==> config.mk <==
export PLATFORM = sky130hd
export DESIGN_NAME = mdu_div
export DESIGN_NICKNAME = d
export VERILOG_FILES = /design/src/rtl/mdu_div.sv
export SDC_FILE = /design/constraint.sdc
export NUM_CORES = 1
export LEC_CHECK = 0
export ABC_CLOCK_PERIOD_IN_PS = 3350
export CAP_MARGIN = 5
export CORE_MARGIN = 2
export CORE_UTILIZATION = 45
export CTS_BUF_LIST = sky130_fd_sc_hd__clkbuf_8
export CTS_CLUSTER_SIZE = 12
export DETAILED_ROUTE_END_ITERATION = 7
export GPL_TIMING_DRIVEN = 0
export PLACE_DENSITY = 0.66
export SLEW_MARGIN = 0
export SYNTH_ARGS = -nofsm -noshare
export SYNTH_HDL_FRONTEND = slang
export SYNTH_SLANG_ARGS = --single-unit
==> constraint.sdc <==
create_clock -name clk -period 3.35 [get_ports clk]
set_clock_uncertainty 0.05 [all_clocks]
set_input_delay 0.67 -clock clk [delete_from_list [all_inputs] [get_ports clk]]
set_output_delay 0.67 -clock clk [all_outputs]
set_load 0.005 [all_outputs]
==> src/rtl/mdu_div.sv <==
// mdu_div: iterative radix-2 restoring divider for the MDU (MIPS div/divu).
//
// Quotient goes to LO, remainder to HI. Control starts an operation with a
// one-cycle (or longer) start while the block is idle and stalls the pipeline
// while busy is high.
//
// Handshake: start is sampled only in IDLE; a, b and is_signed are captured
// on that edge and are don't-care afterwards. busy is high from the cycle
// after acceptance until the cycle done pulses; done is a one-cycle pulse and
// quotient/remainder are valid from that cycle and held until the next
// accepted start. busy and done are never high together.
//
// Ports:
//   clk        clock, all state on posedge
//   rst_n      asynchronous active-low reset
//   start      divide request (IDLE only)
//   is_signed  1 = div (two's complement), 0 = divu
//   a, b       dividend, divisor
//   busy       operation in flight
//   done       result pulse
//   quotient   LO result
//   remainder  HI result
//
// Optional build macro DIV_EARLY_TERM_EN: when |a| < |b| (b != 0) the CALC
// phase is skipped and the result (q = 0, r = a) is produced one edge later.
module mdu_div #(
  parameter int WIDTH = 32
) (
  input  logic             clk,
  input  logic             rst_n,
  input  logic             start,
  input  logic             is_signed,
  input  logic [WIDTH-1:0] a,
  input  logic [WIDTH-1:0] b,
  output logic             busy,
  output logic             done,
  output logic [WIDTH-1:0] quotient,
  output logic [WIDTH-1:0] remainder
);

  localparam int CW = $clog2(WIDTH) + 1;

  typedef enum logic [1:0] {
    IDLE = 2'd0,
    CALC = 2'd1,
    FIX  = 2'd2
  } state_t;

  state_t           state;
  logic [WIDTH-1:0] dvd;       // dividend shifting out, quotient bits shifting in
  logic [WIDTH-1:0] rem;       // partial remainder (always < divisor, or |a| when b==0)
  logic [WIDTH-1:0] divisor;
  logic [WIDTH-1:0] a_raw;     // original dividend, returned as remainder when b==0
  logic [CW-1:0]    cnt;
  logic             q_neg;
  logic             r_neg;
  logic             div_zero;

  // Magnitudes; the most negative value maps to itself read as unsigned.
  logic [WIDTH-1:0] abs_a;
  logic [WIDTH-1:0] abs_b;
  // One restoring step on a WIDTH+1 bit window; trial[WIDTH] is the borrow.
  logic [WIDTH:0]   shifted;
  logic [WIDTH:0]   trial;
  logic             last_iter;

  always_comb begin
    abs_a     = (is_signed && a[WIDTH-1]) ? (~a + 1'b1) : a;
    abs_b     = (is_signed && b[WIDTH-1]) ? (~b + 1'b1) : b;
    shifted   = {rem, dvd[WIDTH-1]};
    trial     = shifted - {1'b0, divisor};
    last_iter = (cnt == CW'(WIDTH - 1));
  end

`ifdef DIV_EARLY_TERM_EN
  logic early;
  always_comb begin
    early = (b != '0) && (abs_a < abs_b);
  end
`endif

  always_ff @(posedge clk or negedge rst_n) begin
    if (!rst_n) begin
      state     <= IDLE;
      dvd       <= '0;
      rem       <= '0;
      divisor   <= '0;
      a_raw     <= '0;
      cnt       <= '0;
      q_neg     <= 1'b0;
      r_neg     <= 1'b0;
      div_zero  <= 1'b0;
      busy      <= 1'b0;
      done      <= 1'b0;
      quotient  <= '0;
      remainder <= '0;
    end else begin
      done <= 1'b0;
      case (state)
        IDLE: begin
          if (start) begin
            divisor  <= abs_b;
            a_raw    <= a;
            div_zero <= (b == '0);
            // b==0 returns the raw restoring result, so no sign fix then.
            q_neg    <= is_signed && (a[WIDTH-1] ^ b[WIDTH-1]) && (b != '0);
            r_neg    <= is_signed && a[WIDTH-1];
            cnt      <= '0;
            busy     <= 1'b1;
`ifdef DIV_EARLY_TERM_EN
            if (early) begin
              // Quotient 0; remainder |a| gets its sign restored in FIX.
              dvd   <= '0;
              rem   <= abs_a;
              state <= FIX;
            end else begin
              dvd   <= abs_a;
              rem   <= '0;
              state <= CALC;
            end
`else
            dvd   <= abs_a;
            rem   <= '0;
            state <= CALC;
`endif
          end
        end

        CALC: begin
          if (!trial[WIDTH]) begin
            rem <= trial[WIDTH-1:0];
            dvd <= {dvd[WIDTH-2:0], 1'b1};
          end else begin
            rem <= shifted[WIDTH-1:0];
            dvd <= {dvd[WIDTH-2:0], 1'b0};
          end
          cnt <= cnt + 1'b1;
          if (last_iter) begin
            state <= FIX;
          end
        end

        FIX: begin
          quotient  <= q_neg ? (~dvd + 1'b1) : dvd;
          if (div_zero) begin
            remainder <= a_raw;
          end else begin
            remainder <= r_neg ? (~rem + 1'b1) : rem;
          end
          done  <= 1'b1;
          busy  <= 1'b0;
          state <= IDLE;
        end

        default: begin
          state <= IDLE;
          busy  <= 1'b0;
        end
      endcase
    end
  end

endmodule

* Word-level counts from Yosys, hierarchy flattened
Index checks and enable logic that the tools add are counted.
** Storage, ports and cells
- Flip-flop bits (word level) :: 205
- Logic and storage cells :: 61
** Operators by class
- Reductions and logical operators :: 12
- Equal/unequal tests :: 5
- Bitwise operators :: 6
- $add $sub $neg :: 6
- Mux-type cells :: 19
** Operators by type and width (number)
- $mux 32 :: 8
- $add 32x1->32 const B :: 4
- $not 32->32 :: 4
- $pmux 32 s2 :: 2
- $sub 33x32->33 :: 1
- $logic_not 32->1 :: 1
- $reduce_bool 32->1 :: 1
- $pmux 6 s2 :: 1
- $reduce_and 2->1 :: 4
- $add 6x1->6 const B :: 1
- $eq 6x5->1 const B :: 1
- $mux 6 :: 1
- $logic_and 1x1->1 :: 4
- $mux 2 :: 2
- $ne 2x2->1 const B :: 2
- $pmux 2 s2 :: 1
- $mux 1 :: 3
- $eq 2x1->1 const B :: 1
- $eq 2x2->1 const B :: 1
- $logic_not 2->1 :: 1
- $pmux 1 s2 :: 1
- $reduce_bool 2->1 :: 1
- $not 1->1 :: 1
- $xor 1x1->1 :: 1

* Longest topological paths before layout
Gate-level depths: netlist (run 1).
- Depth in word-level cells :: 5
- Mapped depth :: 13
- Mapped depth without buffers :: 12

* Worst setup path after synthesis (run 1)
Ideal clock, no wire load.
- Kind :: flip-flop to flip-flop
- Start :: reg dvd[31]
- End :: reg rem[12]
- Stages on the path, launching flop included :: 14
- Required time :: 3167 ps
- Arrival time :: 2873 ps
- Setup slack :: 294 ps
- Path buffers :: 1
- Cells stage by stage :: dfrtp_1 > inv_1 > ha_1 > fa_1 > nand2b_1 > a21oi_1 > o21ai_0 > nand3b_1 > a31oi_1 > o2111a_1 > a211oi_2 > buf_2 > mux2i_1 > o21ai_0
** On the way
- Cells in the longest elaborated chain, start to end :: 3
** Ends and longest elaborated chain
- start: declaration :: line 50 : logic [WIDTH-1:0] dvd;
- start signal: assignment :: line 122 : dvd <= abs_a;
- start signal: assignment :: line 132 : dvd <= {dvd[WIDTH-2:0], 1'b1};
- start signal: assignment :: line 135 : dvd <= {dvd[WIDTH-2:0], 1'b0};
- $sub 33x32->33 :: line 71 : trial = shifted - {1'b0, divisor};
- $mux 32 :: line 130 : if (!trial[WIDTH]) begin
- $pmux 32 s2 :: line 99 : case (state)
- end signal: assignment :: line 131 : rem <= trial[WIDTH-1:0];
- end signal: assignment :: line 134 : rem <= shifted[WIDTH-1:0];
- end: declaration :: line 51 : logic [WIDTH-1:0] rem;
No other way between the ends.
A chain may end at the register's enable or synchronous reset.

* Final worst setup path (run 1)
- Start :: reg dvd[0]
- End :: reg quotient[26]
** On the way
- Cells in the longest elaborated chain, start to end :: 3
** Ends and longest elaborated chain
- $not 32->32 :: line 144 : quotient <= q_neg ? (~dvd + 1'b1) : dvd;
- $add 32x1->32 :: line 144
- $mux 32 :: line 144
- end signal: assignment :: line 144
- end: declaration :: line 37 : output logic [WIDTH-1:0] quotient,
No other way between the ends.

==> flow_summary.toml, run 1 <==
[die]
core_area_um2 = 27630
die_w_um = 170.8
core.rowCount = 61
die_y_um = 170.8
start_util_pct = 45.33
design.die.area_um2 = 29180
boundaryPins = 134

[detailed_routing]
wl_per_cell_um = 18.11
totalWireLength_um = 37140
wl_met1_um = 16060
drt_pass1_iterations = 5
wl_met3_um = 1919
drtAntennaViolNets = 0
maxUsedRoutingLayer = "met4"
drt_iter0_markers = 649
vias = 11280
drc = 0
wl_met2_um = 17930
viasPerCell = 5.498

[sta]
finalCritPeriodShare_pct = 96.92
maxSlewHeadroom_pct = 40.27
finalSetupViolations = 0
whs_ns = 0.07402
hold_viol_final = 0
fmax_ghz = 0.3080
rsz0062_at_grt = "true"
layout_min_cycle_time_ns = 3.247
maxSlewViolCount = 0
worst_pin_slew_ns = 0.8926

[synth]
synth_fa_ha_area_share_pct = 3.857
yosys_most_used_dff = "dfrtp_1"
synthCells = 1472
synth_xor_area_share_pct = 10.21
synthTopCellsByCount = "nand2_1, o21ai_0, dfrtp_1"
synth-compound-area-share_pct = 20.81
synth_seq_cells = 205
avgSynthCellArea_um2 = 8.508
synth-simple-area-share_pct = 17.81
synth_top_family_by_area = "compound AO/OA/AOI/OAI gates"
synth-edff-count = 0
synthMuxAreaShare_pct = 2.408
synth_area_leaders = "dfrtp_1, o21ai_0, nand2_1"
ys_seq_area_share_pct = 40.96
synth_cell_types = 59
async_flop_share_pct = 100.0
yosys_warnings = 0
synthesis.nets = 1578
yosysTopAreaCellShare_pct = 40.96
synth_top_area_cell = "dfrtp_1"
syn_area_um2 = 12520
yosysMostFrequentCell = "nand2_1"

[placement]
numPortBuffers = 133
dp_hpwl_um = 28480
routabilityCongestion = 0.8885

[setup_path]
critPathMaxFanout = 5
worstSetupStartpointType = "register"
arrival_ns = 3.60
cp_num_buf_inv = 1
slowest_stage = "dfrtp_2"
crit_chain = "inv_1 > ha_1 > nand2b_1 > nand2b_1 > or4_4 > or3_4 > or3_4 > or3_4 > o41ai_4 > xor2_1 > o21ai_1"
cp-end-kind = "register"
crit_path_max_incr_delay_ns = 0.45
required_ns = 3.70
crit_type = "reg2reg"
cp_common_cell = "or3_4"
crit_family = "simple AND/OR/NAND/NOR gates"

[layout]
final_layout_size_suffix_gt1_share_pct = 7.173
fin_util_pct = 55.47
diodes = 0
fin_nets = 1753
area.growth.synth_to_final_pct = 22.39

[power_and_ir_drop]
p_per_area_nw_per_um2 = 863.1
peakVddDrop_v = 0.0003606
leakagePower_uw = 0.006498

[clock_tree]
clkLatencyLatePin_ns = 0.54
clock-sinks = 205
cts_inserted_buffers = 37
tritoncts = "built"
clock-root-buffer = "clkbuf_8"
clockBufferDepth = 3
clkTransAtPathRegs_ns = 0.07
htreeDepth = 2

[grt]
grt_max_degree = 119
overflow = 0
grt_usage_pct = 25.49
antenna_found_initial = 0
grt_pass1_wl_um = 57940
first_global_vias = 10890

[flow_run]
drv_cap = 0

[worst_hold_path]
min_path_type = "in2async"

[status]
outcome = "completed"
-- stage by stage --
stage	setup TNS [ns]	instances	area, µm²	worst slack [ns]	total power (µW)
global placement	-1461.30	1983	14330	-7.038	10270
floorplan	0	1472	12520	0.2939	8643
CTS	0	2051	15180	0.01999	12980
detailed placement	-19.67	1984	14360	-0.6126	10350
finish	0	2051	15330	0.1031	13230
global route	-0.06983	2051	15330	-0.04643	14270
-- worst paths after layout --
kind	slack, ns	end	cells after the start	start
worst min-delay path	0.07	quotient[0]	1	rst_n
max in group asynchronous	2.13	rem[2]	2	rst_n
worst max-delay path	0.10	quotient[26]	11	dvd[0]
min in group clk	0.43	quotient[10]	2	quotient[10]
worst min register to register	0.43	quotient[10]	2	quotient[10]
worst max register to register	0.10	quotient[26]	11	dvd[0]
-- cell usage in the layout (no fill, tap or decap), drive strengths merged, types with 7 or more instances in the layout --
master / count
a21o: 18
a21oi: 70
a22oi: 31
a31oi: 12
buf: 20
clkbuf: 113
clkdlybuf4s50: 132
dfrtp: 205
ha: 37
inv: 61
mux2i: 29
nand2: 253
nand2b: 14
nand3: 38
nand4: 9
nor2: 88
nor2b: 8
nor3: 17
o21ai: 213
o31ai: 31
o41ai: 19
or2: 7
or3: 17
or4: 18
xnor2: 45
xor2: 101
-- state kept, by name (all words and copies together) (netlist names) --
signal	count
a_raw	32
busy	1
cnt	6
div_zero	1
divisor	32
done	1
dvd	32
q_neg	1
quotient	32
r_neg	1
rem	32
remainder	32
state	2
-- final cells by class --
cell class | count | area [µm²]
inverter | 48 | 180.2
timing repair buffer | 141 | 1420
clock inverter | 18 | 111.4
tap | 378 | 473.0
fill | 2633 | 12300
clock buffer | 47 | 646.9
sequential | 205 | 5137
buffer | 77 | 314.1
multi-input combinational | 1137 | 7044
-- what timing repair did --
action	4_1_cts	5_1_grt
gates resized for setup	11	31
setup endpoints to repair	33	45
hold buffers	0	0
setup buffers	2	5
pin swaps	1	7
-- routing by layer --
layer	vias to the layer above	global-route usage (%)
met3	60	3.956
met5	-	0
met4	0	10.24
li1	5527	-
met1	5391	32.25
met2	299	43.71
-- where the power goes --
| group | leakage (µW) | internal (µW) | switching (µW) |
|---|---|---|---|
| Clock | 0.000432 | 1340 | 1070 |
| Combinational | 0.00348 | 2990 | 3690 |
| Sequential | 0.00259 | 3190 | 945 |
-- cell families after synthesis --
group / after synthesis
buffers and inverters: 130
and+or+nand+nor: 490
xor gates and xnor gates: 146
adders and majority gates: 38
AOI/OAI and AO/OA: 433
muxes: 30
DFF: 205
(Power assumes the default switching activity.)
==> run 2: changes to the inputs <==
CORE_MARGIN = not set   (was 2)
GPL_ROUTABILITY_DRIVEN = 0   (was not set)
HOLD_SLACK_MARGIN = 0.02   (was not set)
==> run 2 against run 1 <==
Against the previous run:
- utilization up 1.5 points
- hold slack better by 0.10 ns
- routed wire length fell by 2.6%
- critical path type unchanged
- sequential cell count unchanged
- critical endpoint unchanged
- power grew 2.1%
- cell count unchanged
- via count rose by 1.3%
- worst setup slack barely moved
- global-route usage rose by 0.34 points
- die area decreased by 2.3%
==> flow_summary.toml, run 2 (synthesized netlist as in run 1, its figures left out) <==
[die]
boundaryPins = 134
core.rowCount = 60
die_w_um = 168.8
die_y_um = 168.8
design.die.area_um2 = 28500
start_util_pct = 46.21
core_area_um2 = 27100

[power_and_ir_drop]
p_sw_share_pct = 42.33
p_per_area_nw_per_um2 = 875.3
p_clk_share_pct = 20.1
seq_power_share_pct = 30.5
leakagePower_uw = 0.006569
power_frac_comb_pct = 49.4
peakVddDrop_v = 0.0003416
internal_power_uw = 7791
switchingPower_uw = 5719

[sta]
hold_viol_final = 0
tns_ns = 0
rsz0062_at_grt = "true"
finalCritPeriodShare_pct = 96.92
finalSetupViolations = 0
maxSlewHeadroom_pct = 39.43
layout_min_cycle_time_ns = 3.247
whs_ns = 0.1768
worst_pin_slew_ns = 0.9086
finalWorstSetupSlack_ns = 0.1033
fmax_ghz = 0.3080
maxSlewViolCount = 0

[setup_path]
rr_startpoint = "dvd[1]"
reg2reg_slack_ns = 0.10
r2r_end = "quotient[26]"
crit_type = "reg2reg"
crit_family = "simple AND/OR/NAND/NOR gates"
cp_common_cell = "or3_4"
worstSetupStartpointType = "register"
arrival_ns = 3.60
crit_chain = "inv_1 > ha_4 > nand2b_1 > nand2b_4 > or4_4 > or3_4 > or3_4 > or3_4 > o41ai_4 > xor2_1 > o21ai_1"
cp-end-kind = "register"
critPathMaxFanout = 4
required_ns = 3.70
r2r_cells = 11
slowest_stage = "dfrtp_2"
cp_num_buf_inv = 1
crit_cells = 11
crit_path_max_incr_delay_ns = 0.43

[status]
outcome = "completed"

[layout]
final_cell_mix = "nand2_1, o21ai_0, dfrtp_1"
diodes = 0
post-route-cell-area_um2 = 15430
fin_nets = 1757
area.growth.synth_to_final_pct = 23.25
fin_util_pct = 56.95
final_layout_size_suffix_gt1_share_pct = 7.028
final_common_cell = "nand2_1"

[detailed_routing]
drc = 0
drt_iter0_markers = 619
drtAntennaViolNets = 0
totalWireLength_um = 36190
viasPerCell = 5.568
wl_per_cell_um = 17.65
vias = 11420
drt_pass1_iterations = 5

[clock_tree]
htreeDepth = 2
tritoncts = "built"
cts_inserted_buffers = 38
clkLatencyLatePin_ns = 0.54
clock-sinks = 205
clock-root-buffer = "clkbuf_8"
clockBufferDepth = 3
cts_hold_buffers = 0
clkTransAtPathRegs_ns = 0.06

[placement]
numPortBuffers = 133
dpl-instance-area_um2 = 14350
pre_cts_ws_ns = -0.6144
dp_hpwl_um = 27470

[grt]
grt_max_degree = 121
overflow = 0
antenna_found_initial = 0
first_global_vias = 11110
grt_usage_pct = 25.83
grt_pass1_wl_um = 58230

[flow_run]
drv_cap = 0

[worst_hold_path]
min_path_type = "in2async"
run 2: changes by cell type in the layout (fill, tap and decap cells not counted), moves of 2 or more:
cell / change
bufinv_16: +3
clkbuf_1: +3
ha_1: +2
ha_2: -2
clkbuf_8: +2
dfrtp_1: +4
buf_6: +2
dfrtp_2: -4
run 2: cell type report:
type	count	area (µm²)
sequential	205	5132
timing repair buffer	141	1420
inverter	48	180.2
clock buffer	49	674.4
clock inverter	19	190.2
tap	372	465.4
fill	2473	11670
multi-input combinational	1137	7047
buffer	80	325.3
run 2: power groups by stage:
| stage | combinational [µW] | clock (µW) | sequential (µW) |
|---|---|---|---|
| 2_1_floorplan | 4830 | 0 | 3810 |
| 3_3_place_gp | 6080 | 0 | 4080 |
| 3_5_place_dp | 6190 | 0 | 4100 |
| 4_1_cts | 6410 | 2770 | 4070 |
| 5_1_grt | 7450 | 2860 | 4210 |
| 6_report | 6670 | 2720 | 4120 |
run 2: worst max-delay path by stage:
| stage | from | to | slack (ns) |
|---|---|---|---|
| 2_1_floorplan | dvd[31] | rem[12] | 0.29 |
| 3_3_place_gp | rst_n | remainder[10] | -7.02 |
| 3_5_place_dp | dvd[31] | rem[3] | -0.61 |
| 4_1_cts | rem[18] | rem[0] | 0.02 |
| 5_1_grt | dvd[6] | quotient[25] | -0.11 |
| 6_report | dvd[1] | quotient[26] | 0.10 |
run 2: timing repair:
item	CTS	global route
setup endpoints to repair	33	40
pin swaps	2	6
gates resized for setup	11	26
buffers inserted	2	5
run 2: metrics by stage:
step | cells | total power, µW
after floorplan | 1472 | 8643
after global routing | 2051 | 14530
final | 2051 | 13510
after CTS | 2048 | 13240
after global placement | 1977 | 10160
after detailed placement | 1978 | 10290
run 2: layer usage:
layer  up-vias  GRT usage [%]  wire length, µm
met5         -              0                0
met4         0          10.79             1457
met3        88          3.110             1698
met2       363          43.75            17150
met1      5427          33.47            15890
li1       5541              -                -
==> run 3: changes to the inputs <==
CTS_CLUSTER_DIAMETER = 50   (was not set)
==> run 3 against run 2 <==
Against the previous run:
- clock power fell by 26%
- first-iteration DRC count down 1.6%
- sequential power barely moved
- highest routed layer unchanged
- final area down 2.1%
- routed wire length shrank 0.85%
- worst setup slack improved by 0.013 ns
- global-route usage is 0.40 points lower
- largest power group unchanged
- utilization down 1.2 points
- sequential share of layout area increased by 0.74 points
- critical path depth unchanged
- count of clock-buffer cells in the layout shrank 21
==> flow_summary.toml, run 3 (synthesized netlist as in run 1, its figures left out) <==
[placement]
place_inst = 1978
numPortBuffers = 133
pre_cts_ws_ns = -0.6144
dp_hpwl_um = 27470

[detailed_routing]
viasPerCell = 5.529
drtAntennaViolNets = 0
totalWireLength_um = 35880
wl_per_cell_um = 17.72
drt_pass1_iterations = 5
vias = 11200
drc = 0
drt_iter0_markers = 609

[worst_hold_path]
min_path_type = "in2async"

[grt]
grt_max_degree = 121
grt-busiest-layer = "met2"
first_global_vias = 10850
overflow = 0
gr-usage-met2_pct = 43.86
grt_use_met1_pct = 33.30
antenna_found_initial = 0
grt_pass1_wl_um = 57530
grt_usage_pct = 25.43
use_met3_pct = 2.782

[die]
boundaryPins = 134
core.rowCount = 60
core_area_um2 = 27100
design.die.area_um2 = 28500
die_y_um = 168.8
die_w_um = 168.8
start_util_pct = 46.21

[status]
outcome = "completed"

[sta]
maxSlewViolCount = 0
hold_viol_final = 0
worst_pin_slew_ns = 0.9371
maxSlewHeadroom_pct = 37.53
layout_min_cycle_time_ns = 3.234
finalCritPeriodShare_pct = 96.54
finalWorstSetupSlack_ns = 0.1160
fmax_ghz = 0.3092
tns_ns = 0
finalSetupViolations = 0

[layout]
diodes = 0
final_layout_size_suffix_gt1_share_pct = 6.171
fin_util_pct = 55.73
seq_area_um2 = 5134
final_common_cell = "nand2_1"
area.growth.synth_to_final_pct = 20.60
nFillCells = 2517
fin_nets = 1743
multi_input_area_um2 = 7029
final_cells = 2025
final_cell_mix = "nand2_1, o21ai_0, dfrtp_1"

[setup_path]
critPathMaxFanout = 4
crit_type = "reg2reg"
cp-end-kind = "register"
arrival_ns = 3.65
required_ns = 3.76
worstSetupStartpointType = "register"

[clock_tree]
clock-root-buffer = "clkbuf_8"
clockBufferDepth = 3
cts_inserted_buffers = 26
htreeDepth = 1
clock-sinks = 205
cts_hold_buffers = 0
tritoncts = "built"
clkLatencyLatePin_ns = 0.59
clkTransAtPathRegs_ns = 0.08

[power_and_ir_drop]
peakVddDrop_v = 0.0003279
p_per_area_nw_per_um2 = 844.6
leakagePower_uw = 0.006354

[flow_run]
drv_cap = 0
[run 3: cell count changes in the layout (fill, tap and decap cells not counted), moves of 2 or more]
cell,before,now
clkbuf_8,49,28
clkinvlp_4,0,3
inv_1,57,50
clkinv_4,0,2
nor4_2,1,3
nor4_4,3,1
[run 3: per-layer routing]
layer	vias to the layer above	part of all wire, %
met2	333	48
met5	-	0
met4	0	3.4
li1	5493	-
met1	5296	44
met3	74	4.5
[run 3: report_power, final]
group / leakage, µW / internal, µW / switching, µW
combinational: 0.00347 / 2960 / 3660
sequential: 0.00259 / 3180 / 940
clock: 0.000291 / 1020 / 1000
total: 0.00635 / 7160 / 5600
[run 3: metrics by stage]
step	cell area [µm²]	hold slack, ns	total power [µW]
after global routing	15100	0.1985	13740
after detailed placement	14350	0.4136	10290
final	15100	0.1111	12760
after floorplan	12520	0.3244	8643
after CTS	14970	0.1505	12500
after global placement	14320	0.4097	10160
[run 3: critical path: stages (launching register included)]
cell and delay, ns:
dfrtp_2 0.43, inv_1 0.14, ha_4 0.15, nand2b_1 0.10, nand2b_4 0.16, or4_4 0.43, or3_4 0.40, or3_4 0.40
or3_4 0.38, o31ai_2 0.25, xor2_1 0.16, o21ai_1 0.07
[run 3: worst paths after layout]
kind	start	end	slack, ns	cells after the start
worst max-delay path	dvd[1]	quotient[28]	0.12	11
worst min-delay path	rst_n	quotient[1]	0.11	1
worst max register to register	dvd[1]	quotient[28]	0.12	11
worst min register to register	quotient[17]	quotient[17]	0.43	2
max in group asynchronous	rst_n	divisor[1]	2.16	2
min in group clk	quotient[17]	quotient[17]	0.43	2
[run 3: layout make-up]
cell class / instances / share of cell area [%]
Clock inverter: 16 / 1.143
Tap cell: 372 / 3.082
Timing Repair Buffer: 141 / 9.403
Clock buffer: 28 / 2.552
Multi-Input combinational cell: 1137 / 46.54
Sequential cell: 205 / 33.99
Buffer: 78 / 2.096
Inverter: 48 / 1.193
[run 3: repair_timing]
action                                  4_1_cts  5_1_grt
hold endpoints to repair                      0        0
pin swaps                                     2        6
gates resized for setup                      10       26
setup buffers                                 2        5
endpoints found under the setup margin       33       36
